--- src/rtl/snd_cmd_queue.sv ---
// Main-CPU to sound-CPU command path: legacy change-detect latch (mode 0)
// or a DEPTH-entry command FIFO with NMI pending/ack and overflow (mode 1).
module snd_cmd_queue #(
    parameter int unsigned DATA_W = 8,
    parameter int unsigned DEPTH  = 4
) (
    input  logic                       clk_sys,
    input  logic                       reset,
    input  logic                       mode,
    input  logic                       wr_cen,
    input  logic                       wr,
    input  logic [DATA_W-1:0]          wdata,
    input  logic                       rd_cen,
    input  logic                       rd,
    input  logic                       nmi_ack,
    input  logic                       clr_ovf,
    output logic [DATA_W-1:0]          rdata,
    output logic                       nmi,
    output logic [$clog2(DEPTH):0]     count,
    output logic                       empty,
    output logic                       full,
    output logic                       overflow
);

    localparam int unsigned AW = $clog2(DEPTH);
    localparam int unsigned CW = AW + 1;

    logic [DATA_W-1:0] mem [DEPTH];

    logic [AW-1:0]     wptr, wptr_nx;
    logic [AW-1:0]     rptr, rptr_nx;
    logic [CW-1:0]     cnt, cnt_nx;
    logic [DATA_W-1:0] hold, hold_nx;
    logic [DATA_W-1:0] last, last_nx;
    logic              nmi_q, nmi_nx;
    logic              ack_q, ack_nx;
    logic              ovf_q, ovf_nx;
    logic              mode_q;

    logic push, pop, ack;
    logic mode_chg, is_empty, is_full;
    logic push_ok, pop_ok, ovf_set, legacy_push;

    // Qualified events and acceptance decisions
    always_comb begin
        push        = wr & wr_cen;
        pop         = rd & rd_cen;
        ack         = nmi_ack & rd_cen;
        mode_chg    = mode ^ mode_q;
        is_empty    = (cnt == '0);
        is_full     = (cnt == CW'(DEPTH));
        // full implies non-empty, so a pop alongside frees the slot the push needs
        push_ok     = mode & push & (~is_full | pop) & ~mode_chg;
        pop_ok      = mode & pop & ~is_empty & ~mode_chg;
        ovf_set     = mode & push & is_full & ~pop & ~mode_chg;
        legacy_push = ~mode & push & ~mode_chg;
    end

    // Next-state logic
    always_comb begin
        wptr_nx = wptr;
        rptr_nx = rptr;
        cnt_nx  = cnt;
        hold_nx = hold;
        last_nx = last;
        nmi_nx  = nmi_q;
        ack_nx  = 1'b0;
        ovf_nx  = ovf_q;

        if (clr_ovf && wr_cen) ovf_nx = 1'b0;
        if (ovf_set)           ovf_nx = 1'b1;

        if (mode_chg) begin
            wptr_nx = '0;
            rptr_nx = '0;
            cnt_nx  = '0;
            nmi_nx  = 1'b0;
        end else if (!mode) begin
            if (ack) nmi_nx = 1'b0;
            if (legacy_push) begin
                hold_nx = wdata;
                cnt_nx  = CW'(1);
                if (wdata != hold) nmi_nx = 1'b1;
            end
        end else begin
            if (push_ok) wptr_nx = wptr + AW'(1);
            if (pop_ok) begin
                rptr_nx = rptr + AW'(1);
                last_nx = mem[rptr];
            end
            cnt_nx = cnt + CW'(push_ok) - CW'(pop_ok);
            // ack forces one low cycle; re-arm happens the cycle after
            if (ack) begin
                nmi_nx = 1'b0;
                ack_nx = 1'b1;
            end else if (push_ok || (ack_q && !is_empty)) begin
                nmi_nx = 1'b1;
            end
        end
    end

    // State registers
    always_ff @(posedge clk_sys or posedge reset) begin
        if (reset) begin
            wptr   <= '0;
            rptr   <= '0;
            cnt    <= '0;
            hold   <= '0;
            last   <= '0;
            nmi_q  <= 1'b0;
            ack_q  <= 1'b0;
            ovf_q  <= 1'b0;
            mode_q <= 1'b0;
        end else begin
            wptr   <= wptr_nx;
            rptr   <= rptr_nx;
            cnt    <= cnt_nx;
            hold   <= hold_nx;
            last   <= last_nx;
            nmi_q  <= nmi_nx;
            ack_q  <= ack_nx;
            ovf_q  <= ovf_nx;
            mode_q <= mode;
        end
    end

    // Storage is don't-care after reset; pointers decide what is valid
    always_ff @(posedge clk_sys) begin
        if (push_ok) mem[wptr] <= wdata;
    end

    always_comb begin
        if (mode) rdata = is_empty ? last : mem[rptr];
        else      rdata = hold;
        nmi      = nmi_q;
        count    = cnt;
        empty    = is_empty;
        full     = is_full;
        overflow = ovf_q;
    end

endmodule

--- config.mk ---
export PLATFORM = sky130hd
export DESIGN_NAME = snd_cmd_queue
export DESIGN_NICKNAME = d
export VERILOG_FILES = /design/src/rtl/snd_cmd_queue.sv
export SDC_FILE = /design/constraint.sdc
export NUM_CORES = 1
export LEC_CHECK = 0
export ABC_AREA = 1
export CORE_MARGIN = 2
export CORE_UTILIZATION = 35
export DETAILED_ROUTE_END_ITERATION = 10
export GPL_TIMING_DRIVEN = 0
export SYNTH_ARGS = -nofsm -noshare
export SYNTH_HDL_FRONTEND = slang
export SYNTH_SLANG_ARGS = --single-unit
--- constraint.sdc ---
create_clock -name clk_sys -period 2.27 [get_ports clk_sys]
set_clock_uncertainty 0.15 [all_clocks]
set_input_delay 0.454 -clock clk_sys [delete_from_list [all_inputs] [get_ports clk_sys]]
set_output_delay 0.454 -clock clk_sys [all_outputs]
set_load 0.02 [all_outputs]
---- Word level (Yosys, flattened, before mapping) ----
Memory sizes are Yosys's and may differ from the RTL's.
Cells that the tools add are included.
word-level totals
  bits in registers ....................... 27
  RAM bits ................................ 32
  input port bits ......................... 17
  logic and storage cells ................. 77
  memories ................................ 1
memory list
  memory  depth  bits a word  read ports  clocked after Yosys merged registers in  wr ports  RTL line  source
  mem     4      8            1           0                                        1         28        logic [DATA_W-1:0] mem [DEPTH];
operators by class
  add/sub/neg operators ................... 4
  eq/ne operators ......................... 3
  mux-type cells .......................... 25
  bitwise gates (word level) .............. 21
  reduce and logical (&&, ||, !) cells .... 14
operators by type and width
  operator             number
  $mux 8               2
  $and 1x1->1          14
  $mux 1               14
  $mux 2               6
  $mux 3               3
  $ne 8x8->1           1
  $reduce_bool 2->1    4
  $reduce_and 3->1     2
  $not 1->1            5
  $add 2x1->2 const B  2
  $ne 4x1->1 const B   1
  $reduce_and 2->1     2
  $add 3x1->3          1
  $eq 3x3->1 const B   1
  $logic_not 3->1      1
  $reduce_bool 3->1    1
  $sub 3x1->3          1
  $logic_and 1x1->1    2
  $logic_not 1->1      1
  $logic_or 1x1->1     1
  $or 1x1->1           1
  $xor 1x1->1          1

---- Logic depth before layout (Yosys ltp) ----
  depth after elaboration ................. 10
  depth in mapped cells ................... 14

---- Worst setup path before layout ----
Ideal clock, no wire load.
  path type ............................... input -> register
  from .................................... input port mode
  to ...................................... register cnt[1] (netlist: count[1])
  setup time .............................. 0.121 ns
  data arrival time ....................... 2.405 ns
  slack ................................... -0.406 ns
  stages on the path ...................... 13
  path buffers ............................ 1
  cells stage by stage .................... buf_4 > inv_4 > ha_1 > inv_4 > nand2_1 > ha_1 > inv_1 > ha_1 > inv_1 > fa_1 > nor2_1 > nand2_1 > o21ai_1
on the way
  longest elaborated chain between the ends .. 7
  elaborated cells on any way between the ends .. 16
ends and longest elaborated chain
  what                                               RTL line  source
  start: declaration                                 9         input logic mode,
  $and 1x1->1 / $xor 1x1->1 (equally long branches)  53, 49
  $and 1x1->1 / $not 1->1 (equally long branches)    -
  $and 1x1->1                                        53        push_ok = mode & push & (~is_full | pop) & ~mode_chg;
  $add 3x1->3                                        91        cnt_nx = cnt + CW'(push_ok) - CW'(pop_ok);
  $sub 3x1->3                                        91
  $mux 3                                             78        end else if (!mode) begin
  $mux 3                                             73        if (mode_chg) begin
  end signal: assignment                             117       cnt <= cnt_nx;
  end: declaration                                   32        logic [CW-1:0] cnt, cnt_nx;
Several ways; a longest one is shown, not always the timed one.
A chain may end at the register's enable or synchronous reset.

---- Final worst setup path ----
  from .................................... register cnt[1] (netlist: count[1])
  to ...................................... register cnt[1] (netlist: count[1])
on the way
  longest elaborated chain between the ends .. 9
  elaborated cells on any way between the ends .. 13
ends and longest elaborated chain
  what                      RTL line  source
  $eq 3x3->1                51        is_full = (cnt == CW'(DEPTH));
  $not 1->1                 53
  $or 1x1->1                53
  $and 1x1->1 (2 in a row)  53
  $add 3x1->3               91
  $sub 3x1->3 (*)           91
  $mux 3 (*)                78
  $mux 3 (*)                73
Every way passes the cells marked *; elsewhere a longest branch is shown, timed or not.

==> flow_summary_export.csv <==
group,metric,value,unit
floorplan,die-width,95.8,µm
floorplan,dieArea,9180,µm²
floorplan,core,8180,µm²
routing,first_pass_iters,4,
pwr,power,3510,µW
timing,tightest_slew,1.12,ns
global_route,grt_max_degree,28,
floorplan,ioPinCount,32,
routing,ant_nets,0,
cts,clk_latency,0.34,ns
timing,fin_tns_setup,-0.126,ns
routing,drt_wl_total,7670,µm
routing,wl_per_cell,15.4,µm
timing,fin_crit_sh,1.02,
cts,clockBufferDepth,2,
outcome,violations,"negative setup slack",
layout,layout_common_cells,"nand2_1, inv_1, edfxtp_1, buf_4, nand3_1",
critical_path,cp_max_fo,3,
placed_design,port_buffers,31,
pwr,combPwrFrac,0.310,
timing,hold_violations,0,
critical_path,r2r_slack,-0.05,ns
layout,layout.nets,412,
timing,setup_viol,4,
floorplan,initial_core_util,0.361,
logic_synthesis,synth_top_cell_by_area,"edfxtp_1",
outcome,status,"finished, violations left",
cts,clock_sinks,59,
pwr,clkPwrFrac,0.312,
cts,h-tree-depth,3,
timing,fin_ws,-0.0539,ns
critical_path,crit_type,"flip-flop to flip-flop",
global_route,overflow,0,
timing,fmax,430,MHz
timing,slew_headroom,0.256,
global_route,track_usage,0.181,
routing,via_per_inst,4.78,
pwr,switchingPower,1120,µW
pwr,peakVddDrop,0.303,mV
floorplan,die_y,95.8,µm
routing,drt_iter0_drc,167,
logic_synthesis,syn_nets,347,
routing,drcViolationCount,0,
cts,cts_buffers,9,
pwr,powerDensity,881,nW/µm²
layout,utilization,0.488,
placed_design,hpwl,4580,µm
critical_path,cp_cell_sequence,"nor2_4 -> nand3_2 -> nand2_2 -> inv_2 -> nand2_4 -> ha_4 -> inv_2 -> ha_4 -> inv_2 -> fa_2 -> nor2_2 -> nand2_1 -> o21ai_1",
logic_synthesis,synth.cell_area,2950,µm²
critical_path,worstSetupStartpointType,"flip-flop",
logic_synthesis,synthTopCellsByArea,"edfxtp_1, dfrtp_1, nand2_1, nand3_1, inv_1",
run,drv_cap,0,
logic_synthesis,synth_cells,322,
timing,fin_crit,2.32,ns
logic_synthesis,seq_area_frac_synth,0.555,
logic_synthesis,avgSynthCellArea,9.16,µm²
layout,synthToLayoutAreaGrowth,35.2,%
critical_path,slowest_delay,0.53,ns
layout,antenna_cells,0,
pwr,internal_power,2390,µW
placed_design,dp.cells,458,
cts,cts_tree,"built",
pwr,sw_frac_of_total,0.319,
cts,clk_pin_slew,0.07,ns
logic_synthesis,ys_ff_latch,59,
placed_design,place_congestion,0.805,
floorplan,row_count,33,
pwr,power_frac_seq,0.379,
critical_path,crit_arrival,2.40,ns
layout,finalNonFillerCells,497,
layout,drive_above_1_share,0.265,
timing,drv_slew,0,
logic_synthesis,yosys_warnings,0,
critical_path,cp.required,2.35,ns
global_route,grt_pass1_wl,11700,µm
logic_synthesis,yosysTopAreaCellShare,0.326,
logic_synthesis,yosysUniqueCellTypes,33,
routing,vias,2374,
pwr,leakagePower,0.00179,µW
critical_path,crit_top_cell,"inv_2",
global_route,grt_pass1_vias,2253,
layout,layout.cells.most_common,"nand2_1",
critical_path,cp_slowest_cell,"fa_2",
cts,ctsHoldBuffers,0,
cts,root_buffer,"clkbuf_8",
critical_path,cp-end-kind,"flip-flop",
timing,rsz0062_at_grt,"yes",
hold_path,hold_path.class,"input pin to flip-flop",
layout,fillCellCount,760,
global_route,antenna_found_initial,0,
==> layer usage <==
| layer | up-vias | GRT usage | share of wire |
|---|---|---|---|
| met5 | - | 0 | 0 |
| met4 | 0 | 0.0976 | 0.022 |
| met3 | 14 | 0.0329 | 0.059 |
| met2 | 59 | 0.276 | 0.48 |
| met1 | 1122 | 0.243 | 0.44 |
| li1 | 1179 | - | - |
==> layout make-up <==
| cell class | instances | area [µm²] | area share |
|---|---|---|---|
| plain buffers | 8 | 90.1 | 0.0226 |
| well taps | 105 | 131 | 0.0330 |
| flip-flops and latches | 59 | 1640 | 0.411 |
| clock buffers | 12 | 155 | 0.0389 |
| inverters | 47 | 199 | 0.0499 |
| multi-input cells | 208 | 1210 | 0.304 |
| repair buffers | 54 | 487 | 0.122 |
| clock inverters | 4 | 73.8 | 0.0185 |
==> power groups by stage <==
stage,registers [µW],logic (µW),clock network [µW]
finish,1330,1090,1090
global placement,1340,857,0
floorplan,1340,577,0
global route,1350,1200,1140
detailed placement,1350,874,0
CTS,1330,1010,1100
==> synthesized netlist by cell type (all sizes together) <==
cell type  count
buf            8
fa             1
nand3b         1
nand4          3
a21oi          9
inv           47
dfrtp         27
o22ai          1
o21ai         24
o211ai         1
ha             7
o31ai          1
nor3           1
nand3         35
nand2         97
clkbuf         1
edfxtp        32
xnor2          3
nor2          21
xor2           2
==> path summary, 6_finish.rpt <==
kind,from,endpoint,cells past startpoint
worst max-delay path,count[1]$_DFFE_PP0P_,count[1]$_DFFE_PP0P_,13
worst min-delay path,mode,mode_q$_DFF_PP0_,1
worst max register to register,count[1]$_DFFE_PP0P_,count[1]$_DFFE_PP0P_,13
worst min register to register,overflow$_DFFE_PP0P_,overflow$_DFFE_PP0P_,2
max in group asynchronous,reset,count[0]$_DFFE_PP0P_,2
min in group asynchronous,reset,mode_q$_DFF_PP0_,2
==> registers in the layout, indices dropped and copies added, names as in the netlist <==
name and cells:
mode_q 1, rptr 2, wptr 2, ack_q 1
last 8, nmi 1, mem 32, hold 8
overflow 1, count 3
==> stage by stage <==
| stage | hold slack, ns | area [µm²] | setup slack (ns) |
|---|---|---|---|
| after floorplan | 0.333 | 3010 | -0.130 |
| after global placement | 0.337 | 3450 | -0.857 |
| after detailed placement | 0.332 | 3450 | -0.891 |
| after CTS | 0.231 | 3880 | -0.0698 |
| after global routing | 0.114 | 3990 | -0.158 |
| final | 0.121 | 3990 | -0.0539 |
==> kinds of logic (layout without fill, tap and decap cells) <==
group           count (synthesis)  after routing  share of synthesized area
flops                          59             59                      0.555
fa+ha+maj                       8              8                     0.0365
compound gates                 36             36                     0.0645
buf+inv                        56            125                     0.0874
simple gates                  158            159                      0.242
xor+xnor                        5              5                     0.0149
==> critical path, delay by kind of cell, from the launching register on <==
kind,cells,cell delay (ns)
AOI/OAI and AO/OA,1,0.06
adders and majority gates,3,0.84
buffers and inverters,3,0.16
DFF,1,0.44
and+or+nand+nor,6,0.57
==> timing repair <==
| action | in CTS | in global routing |
|---|---|---|
| gates cloned | 2 | 0 |
| pin swaps | 13 | 13 |
| setup buffers | 14 | 8 |
| gates resized for setup | 72 | 29 |
| endpoints found under the setup margin | 45 | 27 |
Note: power is estimated with default switching activity, not from simulation.
